==> src/rtl/ped_request_scheduler_if.sv <==
// Button/request bundle between the pedestrian front-end and its user.
// master drives buttons and the controller's walk level; slave is the scheduler.
interface ped_request_scheduler_if #(
  parameter int N_BTN = 4
);
  logic [N_BTN-1:0] btn;
  logic             walk;
  logic             x;
  logic [N_BTN-1:0] pend;
  logic [N_BTN-1:0] served;
  logic             busy;
  logic             fault;

  modport master (
    output btn, walk,
    input  x, pend, served, busy, fault
  );

  modport slave (
    input  btn, walk,
    output x, pend, served, busy, fault
  );
endinterface

==> src/rtl/ped_request_scheduler.sv <==
// Merges crosswalk button presses into one registered request x, with a vehicle-green
// guard after each walk phase and a sticky fault if walk never answers. Press to x: 1 cycle.
module ped_request_scheduler #(
  parameter int N_BTN     = 4,
  parameter int MIN_GREEN = 8,
  parameter int TIMEOUT   = 64
) (
  input  logic                    clk,
  input  logic                    reset,
  ped_request_scheduler_if.slave  bus
);

  localparam int GW = $clog2(MIN_GREEN + 1);
  localparam int TW = $clog2(TIMEOUT + 1);

  typedef enum logic [1:0] {
    S_IDLE  = 2'd0,
    S_GUARD = 2'd1,
    S_REQ   = 2'd2,
    S_WALK  = 2'd3
  } state_t;

  state_t           r_state;
  logic [N_BTN-1:0] r_btn_q;
  logic [N_BTN-1:0] r_pend;
  logic [N_BTN-1:0] r_served;
  logic             r_x;
  logic             r_fault;
  logic [GW-1:0]    r_gcnt;
  logic [TW-1:0]    r_tcnt;

  state_t           w_state_nxt;
  logic [N_BTN-1:0] w_pend_nxt;
  logic [N_BTN-1:0] w_served_nxt;
  logic             w_x_nxt;
  logic             w_fault_nxt;
  logic [GW-1:0]    w_gcnt_nxt;
  logic [TW-1:0]    w_tcnt_nxt;
  logic [N_BTN-1:0] w_press;
  logic             w_req;

  assign w_press = bus.btn & ~r_btn_q;
  assign w_req   = (r_pend | w_press) != '0;

  always_ff @(posedge clk or posedge reset) begin
    if (reset) begin
      r_state  <= S_GUARD;
      r_btn_q  <= '0;
      r_pend   <= '0;
      r_served <= '0;
      r_x      <= 1'b0;
      r_fault  <= 1'b0;
      r_gcnt   <= '0;
      r_tcnt   <= '0;
    end else begin
      r_state  <= w_state_nxt;
      r_btn_q  <= bus.btn;
      r_pend   <= w_pend_nxt;
      r_served <= w_served_nxt;
      r_x      <= w_x_nxt;
      r_fault  <= w_fault_nxt;
      r_gcnt   <= w_gcnt_nxt;
      r_tcnt   <= w_tcnt_nxt;
    end
  end

  always_comb begin
    w_state_nxt  = r_state;
    // A press while the crossing is already open is dropped, not queued.
    w_pend_nxt   = bus.walk ? r_pend : (r_pend | w_press);
    w_served_nxt = '0;
    w_x_nxt      = r_x;
    w_fault_nxt  = r_fault;
    w_gcnt_nxt   = r_gcnt;
    w_tcnt_nxt   = r_tcnt;

    if (r_state != S_WALK && bus.walk) begin
      // Controller-initiated walks also count as serving whatever was pending.
      w_served_nxt = r_pend;
      w_pend_nxt   = '0;
      w_x_nxt      = 1'b0;
      w_tcnt_nxt   = '0;
      w_gcnt_nxt   = '0;
      w_state_nxt  = S_WALK;
    end else begin
      unique case (r_state)
        S_GUARD: begin
          if (r_gcnt == GW'(MIN_GREEN - 1)) begin
            w_gcnt_nxt = '0;
            if (w_req) begin
              w_state_nxt = S_REQ;
              w_x_nxt     = 1'b1;
            end else begin
              w_state_nxt = S_IDLE;
            end
          end else begin
            w_gcnt_nxt = r_gcnt + 1'b1;
          end
        end
        S_IDLE: begin
          if (w_req) begin
            w_state_nxt = S_REQ;
            w_x_nxt     = 1'b1;
          end
        end
        S_REQ: begin
          w_x_nxt = 1'b1;
          if (r_tcnt == TW'(TIMEOUT - 1)) begin
            w_fault_nxt = 1'b1;
          end else begin
            w_tcnt_nxt = r_tcnt + 1'b1;
          end
        end
        S_WALK: begin
          w_x_nxt = 1'b0;
          if (!bus.walk) begin
            w_state_nxt = S_GUARD;
            w_gcnt_nxt  = '0;
          end
        end
        default: w_state_nxt = S_GUARD;
      endcase
    end
  end

  assign bus.x      = r_x;
  assign bus.pend   = r_pend;
  assign bus.served = r_served;
  assign bus.busy   = (r_state != S_IDLE);
  assign bus.fault  = r_fault;

endmodule
==> src/flat_wrapper.sv <==
// flat-port wrapper written by rule: the top's interface ports become plain ports
module ped_request_scheduler_flat 
#(
  parameter int N_BTN     = 4,
  parameter int MIN_GREEN = 8,
  parameter int TIMEOUT   = 64
)
  (clk, reset, bus_btn, bus_walk, bus_x, bus_pend, bus_served, bus_busy, bus_fault);
  ped_request_scheduler_if #(.N_BTN(N_BTN)) bus_i ();
  input  logic clk;
  input  logic reset;
  input wire logic [$bits(bus_i.btn)-1:0] bus_btn;
  input wire logic [$bits(bus_i.walk)-1:0] bus_walk;
  output wire logic [$bits(bus_i.x)-1:0] bus_x;
  output wire logic [$bits(bus_i.pend)-1:0] bus_pend;
  output wire logic [$bits(bus_i.served)-1:0] bus_served;
  output wire logic [$bits(bus_i.busy)-1:0] bus_busy;
  output wire logic [$bits(bus_i.fault)-1:0] bus_fault;
  assign bus_i.btn = bus_btn;
  assign bus_i.walk = bus_walk;
  assign bus_x = bus_i.x;
  assign bus_pend = bus_i.pend;
  assign bus_served = bus_i.served;
  assign bus_busy = bus_i.busy;
  assign bus_fault = bus_i.fault;
  ped_request_scheduler #(.N_BTN(N_BTN), .MIN_GREEN(MIN_GREEN), .TIMEOUT(TIMEOUT)) u_core (.clk(clk), .reset(reset), .bus(bus_i));
endmodule
==> config.mk <==
export PLATFORM = sky130hd
export DESIGN_NAME = ped_request_scheduler_flat
export DESIGN_NICKNAME = d
export VERILOG_FILES = /design/src/rtl/ped_request_scheduler_if.sv /design/src/rtl/ped_request_scheduler.sv /design/src/flat_wrapper.sv
export SDC_FILE = /design/constraint.sdc
export NUM_CORES = 1
export LEC_CHECK = 0
export ABC_AREA = 1
export CAP_MARGIN = 5
export CORE_ASPECT_RATIO = 0.5
export CORE_MARGIN = 2
export CORE_UTILIZATION = 35
export DETAILED_ROUTE_END_ITERATION = 12
export HOLD_SLACK_MARGIN = 0.08
export REMOVE_ABC_BUFFERS = 1
export SYNTH_ARGS = -nofsm -noshare
export SYNTH_HDL_FRONTEND = slang
export SYNTH_SLANG_ARGS = --single-unit
==> constraint.sdc <==
create_clock -name clk -period 2.08 [get_ports clk]
set_clock_uncertainty 0.05 [all_clocks]
set_input_delay 0.208 -clock clk [delete_from_list [all_inputs] [get_ports clk]]
set_output_delay 0.208 -clock clk [all_outputs]
set_load 0.01 [all_outputs]
Yosys cells after proc, flatten, opt, wreduce, memory -nomap -nowiden
Cells that the tools add are included.
{ "op_classes": {"addsub": 2, "eq_ne": 11, "n_mux": 20, "bitwise_logic": 4, "reduce_logical": 11} }
{ "op_table": {"columns": ["cell", "count"], "rows": [
  ["$mux W4", 6],
  ["$mux W7", 3],
  ["$mux W2", 5],
  ["$pmux W4 S2", 1],
  ["$reduce_bool A4 Y1", 2],
  ["$add A7 B1 Y7 const B", 1],
  ["$eq A7 B6 Y1 const B", 1],
  ["$ne A3 B1 Y1 const B", 2],
  ["$pmux W2 S3", 1],
  ["$add A4 B1 Y4 const B", 1],
  ["$and A4 B4 Y4", 1],
  ["$eq A2 B2 Y1 const B", 2],
  ["$eq A4 B3 Y1 const B", 1],
  ["$ne A2 B1 Y1 const B", 2],
  ["$not A4 Y4", 1],
  ["$or A4 B4 Y4", 1],
  ["$pmux W1 S4", 1],
  ["$reduce_and A2 Y1", 2],
  ["$reduce_and A4 Y1", 1],
  ["$reduce_bool A2 Y1", 2],
  ["$mux W1", 3],
  ["$ne A3 B2 Y1 const B", 1],
  ["$reduce_and A3 Y1", 1],
  ["$reduce_bool A3 Y1", 1],
  ["other kinds (5)", 5]
]} }
{ "totals": {"regBits": 27, "inputBits": 7, "out_inout_bits": 11, "wordCells": 56} }

Depth between registers and ports, before layout
Gate-level depths: netlist (run 1).
{ "depth": {"ltp_word": 8, "mapped_depth": 10, "mapped_depth_nobuf": 10} }

Least setup slack after synthesis (run 1)
No wires, ideal clock.
{ "synth_path": {"kind": "register to register", "startpoint": "register u_core.r_state[0]", "endpoint": "register u_core.r_state[1]", "setup_time_ns": 0.116, "arrival_ns": 1.357, "required_ns": 1.914, "slack_ns": 0.557, "stages_incl_launch_ff": 11, "path_buffers": 0, "period_less_slack_ns": 1.523, "cell_sequence": "dfstp_2 ha_1 inv_2 nand2_4 nand2_1 nor2_2 nor2_1 nand2_1 inv_1 nand2_1 nand2_1"} }
{ "synth_via": {"elab_chain_len": 4, "word_cells_on_any_way": 12, "classes_between": "6 x eq/ne; 2 x mux; 4 x reduce/logical"} }
{ "synth_rtl": {"columns": ["item", "line_no", "source"], "rows": [
  ["start: declaration", "ped_request_scheduler.sv:23", "state_t r_state;"],
  ["start signal: assignment", "ped_request_scheduler.sv:56", "r_state <= w_state_nxt;"],
  ["$ne A2 B2 Y1", "ped_request_scheduler.sv:77", "if (r_state != S_WALK && bus.walk) begin"],
  ["$logic_and A1 B1 Y1", "ped_request_scheduler.sv:77", null],
  ["$ne A3 B1 Y1 (no source line) (tied with other cells)", null, null],
  ["$reduce_and A4 Y1 (no source line)", null, null]
]} }
Parallel ways exist; a longest one is shown, timed or not.
A chain may end at the register's enable or synchronous reset.

Worst setup path in the final report (run 1)
{ "layout_path": {"startpoint": "register u_core.r_state[0]", "endpoint": "output bus_busy"} }
{ "layout_via": {"elab_chain_len": 1} }
{ "layout_rtl": {"columns": ["item", "line_no", "source"], "rows": [
  ["$reduce_bool A2 Y1", "ped_request_scheduler.sv:129", "assign bus.busy = (r_state != S_IDLE);"],
  ["end: declaration", "flat_wrapper.sv:17", "output wire logic [$bits(bus_i.busy)-1:0] bus_busy;"]
]} }
No other way between the ends.

==> results.ini, run 1 <==
[global_routing]
overflow=0
track_usage_pct=11.1
grt_pass1_vias=843
grt_max_degree=28
antenna_found_initial=0
grt_pass1_wl_um=3850

[route]
viasPerCell=4.33
wl_per_cell_um=10.3
num_vias=1027
route.detailed.drc=0
ant_nets=0
wirelength_um=2440
drt_iter0_drc=100
drt-pass1-iter-count=4

[place]
portBuffers=17
hpwl_um=1760
place_ws_ns=0.230
dp_cells=232
dpl_cell_area_mm2=0.00160
gp_congestion=0.744

[setup_path]
crit_type=reg -> out
crit_path_start_kind=flop
cp_max_fo=5
crit_arrival_ns=1.77
required_ns=1.82
worstSetupEndpointType=output pin

[synthesis]
yosys.cell_types.count=29
yosys-top-cells-area=dfrtp_1 47%, nand2_1 11%, inv_1 6.8%, ha_1 5.5%, nor2_1 3.8%
yosys.area.top_type=dfrtp_1
seq_area_frac_synth_pct=49.4
ys_seq_elements=27
netlist_instances=162
synth_top_area_share_pct=47.4
synthesis.area_mm2=0.00137
syn_avg_cell_area_um2=8.46
yosysWarningCount=0

[sta]
fin_ws_ns=0.0486
period_share_pct=97.7
tightestPinTransition_ns=0.464
hold_viol=0
relSlewSlack_pct=68.9
fin_crit_ns=2.03
fmax_mhz=492
finalSetupViolations=0
finalMaxSlewViolations=0

[power]
combPwrFrac_pct=44.2
clkPwrFrac_pct=16.7
power.net_switching_uw=741
ir_worst_vdd_mv=0.330
p_seq_share_pct=39.2
pwr_density_cell_mw_per_mm2=1120
p_int_uw=1120
p_leak_uw=0.000807
total_power_uw=1860
swShare_pct=39.8

[cells_and_area]
stdcell_area_mm2=0.00165
area_growth_pct=20.6
multi_input_area_um2=567
seqCellArea_um2=677
diodes=0
final_layout_size_suffix_gt1_share_pct=12.6
n_fill_cell=371
layout.cells.non_filler=237
fin_nets=197

[outcome]
outcome=complete, no violations

[cts]
ctsResizeCount=0
clk_pin_slew_ns=0.10
cts_tree=done
insertion_delay_ns=0.28
cts_root_buffer=clkbuf_8
cts.path.max_buffers=2
clock_sinks=27
h-tree-depth=1
cts_made_buffers=3

[floorplanning]
num_rows=16
initial_utilization_pct=35.9
core_area_mm2=0.00382
design.die.area_mm2=0.00447
io_pins=18
die_w_um=92.5
fp.dieH_um=48.3

[hold_path]
hp-class=in -> async

[flow_run]
cap_violations=0

## repair_timing
action | in CTS | in global routing
setup endpoints to repair | 0 | 1
hold buffers | 0 | 0
setup buffers | 0 | 1
## registers in the layout (all words and copies together) (netlist names)
signal	count
u_core.r_state	2
u_core.r_gcnt	4
u_core.r_tcnt	7
u_core.bus.pend	4
u_core.bus.x	1
u_core.r_btn_q	4
u_core.bus.served	4
u_core.bus.fault	1
## cell families after synthesis
group,after synthesis,synth area share [%]
xor gates and xnor gates,1,0.639
and+or+nand+nor,75,25.4
AOI/OAI and AO/OA,22,9.85
adders and majority gates,6,5.47
DFF,27,49.4
buffers and inverters,31,9.31
## path summary, 6_finish.rpt
path,startpoint,endpoint,slack [ns],cells after the start
setup / recovery,u_core.r_state[0],bus_busy,0.05,4
hold / removal,reset,u_core.bus.pend[1],0.22,3
setup reg to reg,u_core.r_state[0],u_core.r_state[1],0.21,11
hold reg to reg,u_core.r_btn_q[1],u_core.bus.pend[1],0.42,1
max in group asynchronous,reset,u_core.r_state[0],1.46,3
min in group clk,bus_btn[0],u_core.r_btn_q[0],0.34,1
## cells in the mapped netlist
library cell / n
o22ai_1: 3
inv_2: 4
inv_1: 25
or2_2: 1
buf_4: 1
buf_6: 1
o21ai_0: 1
a21oi_1: 6
nand3_1: 6
nand2_2: 3
nand4_1: 2
nand2_4: 1
o21ai_4: 1
o32ai_1: 1
nand3_2: 1
dfrtp_1: 26
o21a_2: 1
nor2_4: 1
ha_1: 6
nor3_1: 1
nand2_1: 40
dfstp_2: 1
o21bai_1: 1
xnor2_1: 1
nand3b_1: 2
nor2_1: 14
nor3b_2: 1
nor2_2: 2
o21ai_1: 8
## metal layers
| metal | track usage (%) | vias up | routed length [µm] |
|---|---|---|---|
| li1 | - | 547 | - |
| met1 | 15.6 | 462 | 1240 |
| met2 | 17.5 | 16 | 1100 |
| met3 | 3.09 | 2 | 87 |
| met4 | 2.69 | 0 | 10 |
| met5 | 0 | - | 0 |
## per-stage QoR
stage / util [%] / setup TNS [ns] / hold slack (ns)
3_3_place_gp: 41.8 / 0 / 0.419
3_5_place_dp: 41.8 / 0 / 0.415
2_1_floorplan: - / 0 / 0.189
6_report: 43.3 / 0 / 0.224
5_1_grt: 43.3 / -0.00292 / 0.281
4_1_cts: 43.1 / 0 / 0.237
## cell type report
type	count	area share (%)
Clock buffer	3	2.50
Clock inverter	1	0.454
Inverter	29	6.58
Multi-Input combinational cell	104	34.3
Sequential cell	27	40.9
Tap cell	54	4.08
Timing Repair Buffer	19	11.2
## power by group through the flow
stage               sequential (µW)  clock [µW]  combinational [µW]
floorplan                       745           0                 556
global placement                745           0                 798
detailed placement              744           0                 804
CTS                             735         318                 809
global route                    745         339                 924
finish                          729         310                 822
## layout by cell type (no fill, tap or decap), types with 2 or more instances in the layout
cell / instances
ha_1: 6
nand3_1: 6
nand3b_1: 2
nor2_2: 2
nand2_1: 40
nand4_1: 2
o22ai_1: 3
nor2_1: 14
clkbuf_8: 3
inv_1: 25
nand2_2: 3
dfrtp_1: 26
inv_2: 4
o21ai_1: 8
a21oi_1: 6
clkdlybuf4s50_1: 17
buf_4: 2
## worst max-delay path, cell delays in order (launching register included)
cell	delay (ns)
dfstp_2	0.58
inv_1	0.07
ha_1	0.19
inv_1	0.10
clkdlybuf4s50_1	0.55
No activity file was read; power rests on OpenSTA's default activity.
==> run 2: changes to the inputs <==
SLEW_MARGIN = 30   (was not set)
==> results of run 2 <==
Final layout, timing and power as in run 1 (identical DEF).
